$ cat src/rtl/shift_pkg.sv
// Shared opcode encoding, command payload and opcode decode for the shift command stage.
package shift_pkg;

  typedef enum logic [1:0] {
    OP_SRL  = 2'b00,
    OP_SRA  = 2'b01,
    OP_SLL  = 2'b10,
    OP_PASS = 2'b11
  } shift_op_e;

  // Command body; the tag is appended by the stage because its width is a stage parameter.
  typedef struct packed {
    shift_op_e   op;
    logic [31:0] data;
    logic [5:0]  amt;
  } shift_cmd_t;

  typedef struct packed {
    logic       sra;
    logic       sll;
    logic [5:0] size;
  } shift_ctl_t;

  function automatic shift_ctl_t decode_op(input shift_op_e op, input logic [5:0] amt);
    shift_ctl_t ctl;
    ctl.sra  = 1'b0;
    ctl.sll  = 1'b0;
    ctl.size = amt;
    case (op)
      OP_SRA:  ctl.sra  = 1'b1;
      OP_SLL:  ctl.sll  = 1'b1;
      OP_PASS: ctl.size = '0;
      default: ;
    endcase
    return ctl;
  endfunction

endpackage

$ cat src/rtl/shift_cmd_fifo.sv
// Parameterised synchronous FIFO (DEPTH a power of two, >= 2) holding command entries of type T.
module shift_cmd_fifo #(
  parameter int  DEPTH = 4,
  parameter type T     = logic [7:0]
) (
  input  logic clk,
  input  logic rst,
  input  logic push,
  input  T     din,
  input  logic pop,
  output T     dout,
  output logic full,
  output logic empty
);

  localparam int AW = $clog2(DEPTH);
  localparam int CW = AW + 1;

  T                mem [DEPTH];
  logic [AW-1:0]   wptr;
  logic [AW-1:0]   rptr;
  logic [CW-1:0]   count;
  logic            do_push;
  logic            do_pop;

  assign full    = (count == CW'(DEPTH));
  assign empty   = (count == '0);
  assign do_push = push && !full;
  assign do_pop  = pop && !empty;
  assign dout    = mem[rptr];

  // NOTE: storage carries no reset; only pointers and count do, so a stale entry is never visible.
  always_ff @(posedge clk) begin
    if (do_push) mem[wptr] <= din;
  end

  // NOTE: sequential state uses non-blocking assignments so every register samples pre-edge values.
  always_ff @(posedge clk) begin
    if (rst) begin
      wptr  <= '0;
      rptr  <= '0;
      count <= '0;
    end else begin
      if (do_push) wptr <= wptr + 1'b1;
      if (do_pop)  rptr <= rptr + 1'b1;
      case ({do_push, do_pop})
        2'b10:   count <= count + 1'b1;
        2'b01:   count <= count - 1'b1;
        default: count <= count;
      endcase
    end
  end

endmodule

$ cat src/rtl/shift_cmd_stage.sv
// Command FIFO, opcode decode and registered result around an external 64-bit shifter.
// Optional SHIFT_CMD_STATS_EN adds saturating stat_cmds / stat_stalls counters.
module shift_cmd_stage
  import shift_pkg::*;
#(
  parameter int DEPTH = 4,
  parameter int TAG_W = 4
) (
  input  logic             clk,
  input  logic             rst,
  input  logic             in_valid,
  output logic             in_ready,
  input  logic [1:0]       in_op,
  input  logic [31:0]      in_data,
  input  logic [5:0]       in_amt,
  input  logic [TAG_W-1:0] in_tag,
  output logic [31:0]      sh_in,
  output logic             sh_sra,
  output logic             sh_sll,
  output logic [5:0]       sh_size,
  input  logic [63:0]      sh_out,
  output logic             res_valid,
  input  logic             res_ready,
  output logic [63:0]      res_data,
  output logic [TAG_W-1:0] res_tag
`ifdef SHIFT_CMD_STATS_EN
  ,
  output logic [31:0]      stat_cmds,
  output logic [31:0]      stat_stalls
`endif
);

  typedef struct packed {
    shift_cmd_t       cmd;
    logic [TAG_W-1:0] tag;
  } entry_t;

  entry_t     in_entry;
  entry_t     head;
  shift_ctl_t ctl;
  logic       fifo_full;
  logic       fifo_empty;
  logic       push;
  logic       issue;

  assign in_entry.cmd.op   = shift_op_e'(in_op);
  assign in_entry.cmd.data = in_data;
  assign in_entry.cmd.amt  = in_amt;
  assign in_entry.tag      = in_tag;

  // No bypass: a full FIFO refuses input even in a cycle that also issues.
  assign in_ready = !fifo_full;
  assign push     = in_valid && in_ready;
  assign issue    = !fifo_empty && (!res_valid || res_ready);

  shift_cmd_fifo #(
    .DEPTH (DEPTH),
    .T     (entry_t)
  ) u_fifo (
    .clk   (clk),
    .rst   (rst),
    .push  (push),
    .din   (in_entry),
    .pop   (issue),
    .dout  (head),
    .full  (fifo_full),
    .empty (fifo_empty)
  );

  assign ctl = decode_op(head.cmd.op, head.cmd.amt);

  // NOTE: every output gets a default first, so no path through the block infers a latch.
  always_comb begin
    sh_in   = '0;
    sh_sra  = 1'b0;
    sh_sll  = 1'b0;
    sh_size = '0;
    if (!fifo_empty) begin
      sh_in   = head.cmd.data;
      sh_sra  = ctl.sra;
      sh_sll  = ctl.sll;
      sh_size = ctl.size;
    end
  end

  // res_data/res_tag only move on issue, so they hold through stalls and after draining.
  always_ff @(posedge clk) begin
    if (rst) begin
      res_valid <= 1'b0;
      res_data  <= '0;
      res_tag   <= '0;
    end else if (issue) begin
      res_valid <= 1'b1;
      res_data  <= sh_out;
      res_tag   <= head.tag;
    end else if (res_ready) begin
      res_valid <= 1'b0;
    end
  end

`ifdef SHIFT_CMD_STATS_EN
  always_ff @(posedge clk) begin
    if (rst) begin
      stat_cmds   <= '0;
      stat_stalls <= '0;
    end else begin
      if (push && (stat_cmds != '1)) stat_cmds <= stat_cmds + 1'b1;
      if (res_valid && !res_ready && (stat_stalls != '1)) stat_stalls <= stat_stalls + 1'b1;
    end
  end
`endif

endmodule
$ cat config.mk
export PLATFORM = sky130hd
export DESIGN_NAME = shift_cmd_stage
export DESIGN_NICKNAME = d
export VERILOG_FILES = /design/src/rtl/shift_pkg.sv /design/src/rtl/shift_cmd_fifo.sv /design/src/rtl/shift_cmd_stage.sv
export SDC_FILE = /design/constraint.sdc
export NUM_CORES = 1
export LEC_CHECK = 0
export ABC_AREA = 1
export CAP_MARGIN = 30
export CORE_MARGIN = 2
export CORE_UTILIZATION = 45
export CTS_CLUSTER_SIZE = 8
export DETAILED_ROUTE_END_ITERATION = 8
export PLACE_DENSITY = 0.73
export SYNTH_ARGS = -nofsm -noshare
export SYNTH_HDL_FRONTEND = slang
export SYNTH_SLANG_ARGS = --single-unit
$ cat constraint.sdc
create_clock -name clk -period 5.6 [get_ports clk]
set_input_delay 1.12 -clock clk [delete_from_list [all_inputs] [get_ports clk]]
set_output_delay 1.12 -clock clk [all_outputs]
set_load 0.005 [all_outputs]
==> metrics.yaml <==
status:
  status: "finished, final reports clean"
floorplan:
  io_pins: 222
  start_util_pct: 46.2
  rows: 53
  core_area_sq_um: 21200
  die_h_microns: 152
  die_w_microns: 152
  die_area_sq_um: 23000
placed_design:
  placedCellCount: 1365
  portBuffers: 221
  place_hpwl_microns: 14000
  place_ws_ns: 1.71
  place_congestion: 0.727
sta:
  setup_violations: 0
  setup-tns-final_ns: 0
  fmax_ghz: 0.229
  fin_skew_ns: 0.0189
  final_hold_viol_count: 0
  max_slew_margin_pct: 35.3
  worst_pin_slew_ns: 0.970
  fin_crit_ns: 4.37
  rsz0062_at_grt: "no"
  final_max_slew_viol_count: 0
  setup_slack_ns: 1.23
  min_period_over_period_pct: 78.0
global_routing:
  grt_antenna_before_repair: 1
  grt_pass1_vias: 6760
  grt_remaining_overflow: 0
  grt_pass1_wl_microns: 34300
  grt_max_degree: 90
  grt_use_total_pct: 19.4
clock_tree:
  post_cts_buffers: 0
  cts.path.max_buffers: 3
  clkLatencyLatePin_ns: 0.51
  ctsResizeCount: 0
  numCtsBuffers: 37
  cts-root-buf: "clkbuf_16"
  hold_buffers: 0
  htree_levels: 2
  tritoncts: "yes"
  clkTransAtPathRegs_ns: 0.05
  cts_num_sinks: 254
detailed_routing:
  wirelength_microns: 23000
  vias_per_cell: 5.01
  firstDrtPassIters: 4
  vias: 7088
  ant_nets: 0
  drt_iter0_drc: 426
  drc: 0
  wl_per_cell_microns: 16.3
logic_synthesis:
  synth_common_cells: "nor2_1 (300), edfxtp_1 (176), o21ai_0 (148), dfxtp_1 (78), nand2_1 (40)"
  syn_area_per_cell_sq_um: 10.7
  synth_top_area_share_pct: 53.9
  synth_edf_count: 176
  synth_async_sr_flop_share_pct: 0
  synth_cells: 912
  synth-seq-area-share_pct: 69.9
  synth_area_leader_cell: "edfxtp_1"
  netlist_area_sq_um: 9800
  ys_warn_count: 0
  ys_types: 27
  synthFlopType: "edfxtp_1"
  syn_nets: 1030
  yosys-top-cells-area: "edfxtp_1 (54%), dfxtp_1 (16%), nor2_1 (11%)"
  yosysMostFrequentCell: "nor2_1"
  ys_ff_latch: 254
pwr:
  p_switching_mw: 2.39
  powerDensity_nw_per_um2: 550
  peakVddDrop_uv: 369
  power.internal_mw: 4.88
  clkPwrFrac_pct: 26.9
  p_sw_share_pct: 32.9
  p_total_mw: 7.27
  combPwrFrac_pct: 37.0
  leakagePower_nw: 4.87
  pwr-share-seq_pct: 36.1
critical_path:
  worstSetupStartpointType: "flip-flop"
  rrSetupSlack_ns: 3.24
  cp.arrival_ns: 3.25
  path_class: "flip-flop to output pin"
  crit_path_cell_trace: "inv_4 -> nand2_1 -> nand3_1 -> nand2_1 -> inv_1 -> nor3_1 -> clkdlybuf4s50_1"
  end_kind: "output pin"
  max_stage_delay_ns: 0.92
  crit_top_cell: "nand2_1"
  worstPathRequired_ns: 4.48
  cp_max_fo: 89
  cpMaxStageDelayCell: "dfxtp_4"
job:
  maxCapViolCount: 0
finish:
  nFillCells: 1717
  drive_above_1_share_pct: 7.48
  layoutNonFillerInstCount: 1415
  syn_to_final_growth_pct: 35.0
  utilization_pct: 62.3
  fin_nets: 1247
hold_path:
  hold_class: "flip-flop to flip-flop"
==> through the flow <==
step	cell area, sq um	hold WS (ns)
after floorplan	9800	0.454
after global placement	12100	0.463
after detailed placement	12200	0.473
after CTS	13200	0.482
after global routing	13200	0.497
final	13200	0.478
==> cell type report <==
type / count / area (sq um) / area share [%]
repair buffers: 232 / 2340 / 17.7
diodes: 3 / 7.51 / 0.0567
clock buffers: 45 / 977 / 7.39
multi-input cells: 566 / 2520 / 19.1
inverters: 38 / 150 / 1.13
well taps: 275 / 344 / 2.60
flip-flops and latches: 254 / 6850 / 51.8
clock inverters: 2 / 36.3 / 0.274
==> worst max-delay path: cells and delay by family, from the launching register on <==
| kind | cells | cell delay [ns] |
|---|---|---|
| buffers and inverters | 3 | 1.13 |
| flip-flops | 1 | 0.92 |
| AND/OR/NAND/NOR | 4 | 0.56 |
==> logic make-up (layout without fill, tap and decap cells) <==
kind of cell	count (synthesis)	after routing	share of synthesized area, %
simple gates	368	368	14.8
flops	254	254	69.9
compound gates	191	191	9.75
buf+inv	92	317	4.69
fa+ha+maj	6	6	0.843
xor+xnor	1	1	0.0894
other cells	0	3	0
==> sequential cells by signal, summed over array words and instances (netlist names), named ones only <==
signal / count
u_fifo.rptr: 2
res_valid: 1
u_fifo.wptr: 2
u_fifo.mem: 176
res_tag: 4
u_fifo.count: 3
res_data: 64
==> layout by cell type (no fill, tap or decap) <==
cell               n
nor2_1           296
clkdlybuf4s50_1  221
edfxtp_1         176
o21ai_0          148
dfxtp_1           76
nand2_1           40
a21oi_1           38
clkbuf_16         38
inv_1             30
nor2_2            18
buf_4              8
clkbuf_1           7
nand3_1            6
inv_2              5
o21ai_1            5
ha_1               5
nor2_4             4
diode_2            3
nand2_2            2
buf_12             2
nand3_2            1
inv_6              1
inv_4              1
clkinv_1           1
nor3_1             1
xor2_1             1
fa_1               1
dfxtp_4            1
dfxtp_2            1
clkinv_8           1
inv_16             1
buf_16             1
==> layer usage <==
layer	wire, microns	GRT usage (%)	up-vias
met1	9230	23.6	3294
li1	-	-	3491
met3	2320	5.66	34
met4	416	5.69	0
met5	0	0	-
met2	11100	33.6	269
==> power by group through the flow <==
| stage | registers (mW) | logic, mW | clock network [mW] |
|---|---|---|---|
| 3_5_place_dp | 2.66 | 2.72 | 0 |
| 5_1_grt | 2.67 | 3.01 | 2.08 |
| 4_1_cts | 2.63 | 2.75 | 2.00 |
| 6_report | 2.63 | 2.69 | 1.96 |
| 2_1_floorplan | 2.59 | 1.51 | 0 |
| 3_3_place_gp | 2.65 | 2.66 | 0 |
==> final timing paths <==
kind / depth (start not counted) / startpoint / endpoint
setup / recovery: 7 / flip-flop / sh_sll
hold / removal: 2 / res_data[8]$_SDFFE_PP0P_ / res_data[8]$_SDFFE_PP0P_
setup reg to reg: 5 / u_fifo.count[1]$_SDFFE_PP0P_ / u_fifo.mem[3][40]$_DFFE_PP_
hold reg to reg: 2 / res_data[8]$_SDFFE_PP0P_ / res_data[8]$_SDFFE_PP0P_
Note: power is estimated with default switching activity, not from simulation.
